### src/rtl/nes_bus_pkg.sv
// Shared types and constants for the NES-side 6502 bus initiator.
// The $402F flag layout is only consumed when MMU_SHADOW_EN is defined.
package nes_bus_pkg;

  localparam int CPU_AW = 16;
  localparam int CPU_DW = 8;

  localparam logic [CPU_AW-1:0] MMU_REG_ADDR = 16'h402F;

  // Bit positions inside mmu_flags (not the $402F data bit numbers).
  localparam int FLAG_EWRAM_00 = 0;
  localparam int FLAG_EWRAM_20 = 1;
  localparam int FLAG_MOVE_PPU = 2;
  localparam int FLAG_ALIAS_00 = 3;
  localparam int FLAG_ALIAS_20 = 4;
  localparam int FLAG_HIDE_PPU = 5;

  localparam logic [5:0] MMU_FLAGS_RESET = 6'b011000;

  typedef struct packed {
    logic [CPU_AW-1:0] addr;
    logic              rw;
    logic [CPU_DW-1:0] wdata;
  } req_t;

endpackage

### src/rtl/nes_m2_phase_gen.sv
// Free-running bus phase counter and registered M2 generator.
// last_phase/launch are high during the final phase; the edge ending it starts a new bus cycle.
module nes_m2_phase_gen #(
  parameter int CYCLE_CLKS = 12,
  parameter int M2_RISE    = 5
) (
  input  logic clk,
  input  logic rst,
  output logic m2,
  output logic m2_next,
  output logic last_phase,
  output logic launch
);

  localparam int PH_W = $clog2(CYCLE_CLKS);
  localparam logic [PH_W-1:0] PH_LAST = PH_W'(CYCLE_CLKS - 1);
  localparam logic [PH_W-1:0] PH_RISE = PH_W'(M2_RISE);

  logic [PH_W-1:0] ph;
  logic [PH_W-1:0] ph_next;

  always_comb begin
    last_phase = (ph == PH_LAST);
    launch     = last_phase;
    ph_next    = last_phase ? '0 : ph + PH_W'(1);
    // M2 is a pure function of the phase we are about to enter.
    m2_next    = (ph_next >= PH_RISE);
  end

  always_ff @(posedge clk) begin
    if (rst) begin
      ph <= '0;
      m2 <= 1'b0;
    end else begin
      ph <= ph_next;
      m2 <= m2_next;
    end
  end

endmodule

### src/rtl/nes_bus_master.sv
// CPU-style bus initiator: one-entry request buffer, cycle launch on phase wrap, read response strobe.
// Optional MMU_SHADOW_EN adds mmu_flags, a shadow of the decoder's $402F latch.
module nes_bus_master
  import nes_bus_pkg::*;
#(
  parameter int CYCLE_CLKS = 12,
  parameter int M2_RISE    = 5
) (
  input  logic              SYSCLK,
  input  logic              SYSRST,
  input  logic              req_valid,
  output logic              req_ready,
  input  logic [CPU_AW-1:0] req_addr,
  input  logic              req_rw,
  input  logic [CPU_DW-1:0] req_wdata,
  output logic              rsp_valid,
  output logic [CPU_DW-1:0] rsp_rdata,
  output logic              M2,
  output logic [CPU_AW-1:0] CPU_A,
  output logic              CPU_RW,
  output logic [CPU_DW-1:0] CPU_D_OUT,
  output logic              CPU_D_OE,
  input  logic [CPU_DW-1:0] CPU_D_IN,
  output logic              busy
`ifdef MMU_SHADOW_EN
  ,
  output logic [5:0]        mmu_flags
`endif
);

  logic m2_next;
  logic last_phase;
  logic launch;

  nes_m2_phase_gen #(
    .CYCLE_CLKS (CYCLE_CLKS),
    .M2_RISE    (M2_RISE)
  ) u_phase (
    .clk        (SYSCLK),
    .rst        (SYSRST),
    .m2         (M2),
    .m2_next    (m2_next),
    .last_phase (last_phase),
    .launch     (launch)
  );

  req_t req_buf_q;
  logic full_q;
  logic cur_active_q;
  logic accept;
  logic rd_capture;

  always_comb begin
    req_ready  = !full_q || last_phase;
    accept     = req_valid && req_ready;
    busy       = full_q || cur_active_q;
    rd_capture = last_phase && cur_active_q && CPU_RW;
  end

  // Buffer payload carries no reset; full_q alone says whether it is meaningful.
  always_ff @(posedge SYSCLK) begin
    if (accept) begin
      req_buf_q <= '{addr: req_addr, rw: req_rw, wdata: req_wdata};
    end
  end

  // Stage boundary: buffer -> bus cycle at the phase wrap; bus -> response at the same edge.
  always_ff @(posedge SYSCLK) begin
    if (SYSRST) begin
      full_q       <= 1'b0;
      cur_active_q <= 1'b0;
      CPU_A        <= '0;
      CPU_RW       <= 1'b1;
      CPU_D_OUT    <= '0;
      CPU_D_OE     <= 1'b0;
      rsp_valid    <= 1'b0;
      rsp_rdata    <= '0;
    end else begin
      if (launch) begin
        cur_active_q <= full_q;
        full_q       <= accept;
        if (full_q) begin
          CPU_A     <= req_buf_q.addr;
          CPU_RW    <= req_buf_q.rw;
          CPU_D_OUT <= req_buf_q.wdata;
        end else begin
          CPU_RW    <= 1'b1;
        end
      end else if (accept) begin
        full_q <= 1'b1;
      end

      // m2_next is low on the launch edge, so OE never straddles two cycles.
      CPU_D_OE  <= cur_active_q && !CPU_RW && m2_next;
      rsp_valid <= rd_capture;
      if (rd_capture) begin
        rsp_rdata <= CPU_D_IN;
      end
    end
  end

`ifdef MMU_SHADOW_EN
  logic [5:0] mmu_next;

  always_comb begin
    mmu_next                = '0;
    mmu_next[FLAG_EWRAM_00] = CPU_D_OUT[0];
    mmu_next[FLAG_EWRAM_20] = CPU_D_OUT[1];
    mmu_next[FLAG_MOVE_PPU] = CPU_D_OUT[2];
    mmu_next[FLAG_ALIAS_00] = CPU_D_OUT[4];
    mmu_next[FLAG_ALIAS_20] = CPU_D_OUT[5];
    mmu_next[FLAG_HIDE_PPU] = CPU_D_OUT[6];
  end

  // The launch edge is also the M2 falling edge of the cycle that just ended.
  always_ff @(posedge SYSCLK) begin
    if (SYSRST) begin
      mmu_flags <= MMU_FLAGS_RESET;
    end else if (last_phase && cur_active_q && !CPU_RW && (CPU_A == MMU_REG_ADDR)) begin
      mmu_flags <= mmu_next;
    end
  end
`endif

endmodule
### config.mk
export PLATFORM = sky130hd
export DESIGN_NAME = nes_bus_master
export DESIGN_NICKNAME = d
export VERILOG_FILES = /design/src/rtl/nes_bus_pkg.sv /design/src/rtl/nes_m2_phase_gen.sv /design/src/rtl/nes_bus_master.sv
export SDC_FILE = /design/constraint.sdc
export NUM_CORES = 1
export LEC_CHECK = 0
export ABC_AREA = 1
export BUFFER_PORTS_ARGS = -buffer_cell sky130_fd_sc_hd__buf_2
export CORE_MARGIN = 2
export CORE_UTILIZATION = 45
export CTS_CLUSTER_DIAMETER = 40
export DETAILED_ROUTE_END_ITERATION = 8
export PLACE_DENSITY = 0.75
export SLEW_MARGIN = 40
export SYNTH_ARGS = -nofsm -noshare
export SYNTH_HDL_FRONTEND = slang
export SYNTH_SLANG_ARGS = --single-unit
### constraint.sdc
create_clock -name SYSCLK -period 2.6 [get_ports SYSCLK]
set_input_delay 0.39 -clock SYSCLK [delete_from_list [all_inputs] [get_ports SYSCLK]]
set_output_delay 0.39 -clock SYSCLK [all_outputs]
set_load 0.02 [all_outputs]
==> results.yml <==
synth:
  synth_cell_type_count: 23
  synth_nets: 255
  synth.largest_area_cell: "dfxtp_1"
  synth-seq-area-share: 0.6784
  synth_area_leaders: "dfxtp_1, edfxtp_1, a21oi_1, nand3_1, nand2_1"
  synth_top_area_frac: 0.3584
  avgSynthCellArea_um2: 10.81
  yosysWarningCount: 0
  syn_inst: 217
  ys_ff_latch: 67
  syn_area_um2: 2346
setup_path:
  path_cells: "ha_1, nand3_1, nand2_1, buf_2"
  crit_fanout: 5
  cp.depth: 4
  r2r-end: "CPU_RW$_SDFFE_PP1N_"
  cp_slowest_stage_delay_ns: 0.38
  crit_path_top_delay_cell: "dfxtp_1"
  critical_path_class: "flip-flop to primary output"
  start_kind: "flip-flop"
  arrival_ns: 1.52
  endpoint_kind: "primary output"
  critPathLaunch: "u_phase.ph[0]$_SDFF_PP0_"
  required_ns: 2.21
  endpoint: "req_ready"
  reg2reg_depth: 6
  path_buf_inv: 1
  path_delay_family: "flip-flops"
  regToRegSetupSlack_ns: 0.84
  worstReg2RegStart: "u_phase.ph[0]$_SDFF_PP0_"
power_and_ir_drop:
  peakVddDrop_uv: 506.0
  swShare: 0.2141
  sequentialPowerShare: 0.526
  internal_power_uw: 1697
  pwr-share-clk: 0.437
  p_per_area_nw_per_um2: 726.9
  pwr-share-comb: 0.037
  p_leak_uw: 0.001250
  power_switching_uw: 462.2
routing:
  num_vias: 1749
  drtAntennaViolNets: 0
  drt_wl_total_um: 4339
  avgRoutedWirePerCell_um: 11.79
  drt_iter0_drc: 92
  viasPerCell: 4.753
  drcViolationCount: 0
  drt_first_pass_iters: 4
grt:
  gr-total-overflow: 0
  grt_pass1_wl_um: 7107
  grt_pass1_vias: 1563
  antenna_found_initial: 0
  grt.total_usage: 0.1591
  grt_max_degree: 32
sta:
  fin_ws_ns: 0.6887
  rsz0062_at_grt: "false"
  fin_skew_ns: 0.009824
  slew-limit-headroom: 0.6115
  fin_crit_ns: 1.911
  finalCritPeriodShare: 0.7351
  setup_violations: 0
  worstMarginPinSlew_ns: 0.5819
  fmax_ghz: 0.5232
  drv_slew: 0
  hold_viol: 0
  tns_ns: 0
finish:
  antennaDiodeCount: 0
  num-nets-final: 331
  drive_gt1_frac: 0.3322
  fillerInstances: 466
  syn2layout_area_growth_pct: 26.61
floorplanning:
  die_h_um: 76.21
  core_area_um2: 5075
  die_w_um: 76.21
  fp.dieArea_um2: 5807
  start_util: 0.4623
  rows: 26
  top_level_ports: 74
clocking:
  postCtsSetupRepairBufs: 0
  root_buffer: "clkbuf_8"
  clockBufferDepth: 2
  cts_tree: "done"
  cts_buffers: 9
  cts.sinks: 67
  worstSkewPairLatency_ns: 0.34
  path_clk_slew_ns: 0.08
  htreeDepth: 3
  cts-resized-gates: 0
  cts-hold-fix-buffers: 0
status:
  status: "completed"
placed_design:
  port_buffers: 73
  place_ws_ns: 0.8614
  dp_hpwl_um: 2928
  place_congestion: 0.8076
run:
  max_cap_violations: 0
min_path:
  hp-class: "primary input to flip-flop"
## cell usage after synthesis
cell type and number:
dfxtp_1 42, inv_1 11, nand4_1 2, nor3_1 1, a21oi_1 29, buf_1 1, nand3_1 26, edfxtp_1 25
nand2_2 1, clkinv_4 1, nor2_1 20, buf_2 2, clkbuf_1 3, nor2_8 1, buf_6 4, o21ai_0 8
ha_1 2, o21bai_1 1, nand2_4 1, nand2_1 33, nand3_4 1, or2_2 1, a21oi_2 1
## metal layers
metal	global-route usage	vias up	routed length [um]
met5	0	-	0
met3	0.04621	10	264
li1	-	890	-
met2	0.2611	62	2097
met4	0.09273	0	78
met1	0.1858	787	1899
## worst min path at each step
stage | startpoint | end | slack, ns | depth (start not counted)
floorplan | u_phase.ph[0]$_SDFF_PP0_ | u_phase.ph[0]$_SDFF_PP0_ | 0.43 | 1
global placement | u_phase.ph[0]$_SDFF_PP0_ | u_phase.ph[0]$_SDFF_PP0_ | 0.45 | 1
detailed placement | CPU_A[12]$_SDFFE_PP0P_ | CPU_A[12]$_SDFFE_PP0P_ | 0.45 | 2
CTS | req_addr[14] | req_buf_q[23]$_DFFE_PP_ | 0.21 | 1
global route | req_wdata[4] | req_buf_q[4]$_DFFE_PP_ | 0.21 | 1
finish | req_wdata[4] | req_buf_q[4]$_DFFE_PP_ | 0.22 | 1
## power groups by stage
stage	sequential, uW	combinational, uW	clock, uW
finish	1140	79.8	944
global route	1140	91.5	1020
CTS	1140	80.6	964
detailed placement	1160	80.2	0
floorplan	1150	43.4	0
global placement	1160	79.3	0
## sequential cells by signal, summed over array words and instances (netlist names), 4 cells and up
name        count
CPU_D_OUT       8
rsp_rdata       8
CPU_A          16
u_phase.ph      4
req_buf_q      25
## cells by family after synthesis
| logic type | share of synthesized area |
|---|---|
| simple gates | 0.1739 |
| flops | 0.6784 |
| compound gates | 0.08587 |
| buf+inv | 0.05120 |
| fa+ha+maj | 0.01066 |
## metrics by stage
| stage | hold WS [ns] | area [um2] | total power [uW] | cells | util |
|---|---|---|---|---|---|
| 6_report | 0.2202 | 2970 | 2159 | 368 | 0.5853 |
| 5_1_grt | 0.2063 | 2970 | 2244 | 368 | 0.5853 |
| 4_1_cts | 0.2084 | 2970 | 2180 | 368 | 0.5853 |
| 3_5_place_dp | 0.4489 | 2748 | 1239 | 352 | 0.5414 |
| 3_3_place_gp | 0.4475 | 2748 | 1237 | 352 | 0.5414 |
| 2_1_floorplan | 0.4297 | 2346 | 1197 | 217 | - |
## area by class of cell
type                    count  area [um2]  area share
well taps                  70       87.58     0.02949
repair buffers             75       380.4      0.1281
flip-flops and latches     67        1592      0.5358
clock inverters             7       98.84     0.03328
multi-input cells         128       638.1      0.2148
inverters                  12       50.05     0.01685
clock buffers               9       123.9     0.04170
## cell usage in the layout, fill, tap and decap left out, drive strengths merged
master and instances:
buf 75, dfxtp 42, nand2 35, a21oi 30, nand3 27, edfxtp 25, nor2 21, inv 13
clkbuf 9, o21ai 8, clkinv 3, nand4 2, ha 2, bufinv 2, or2 1, nor3 1
o21bai 1, clkinvlp 1
No activity file was read; power rests on OpenSTA's default activity.
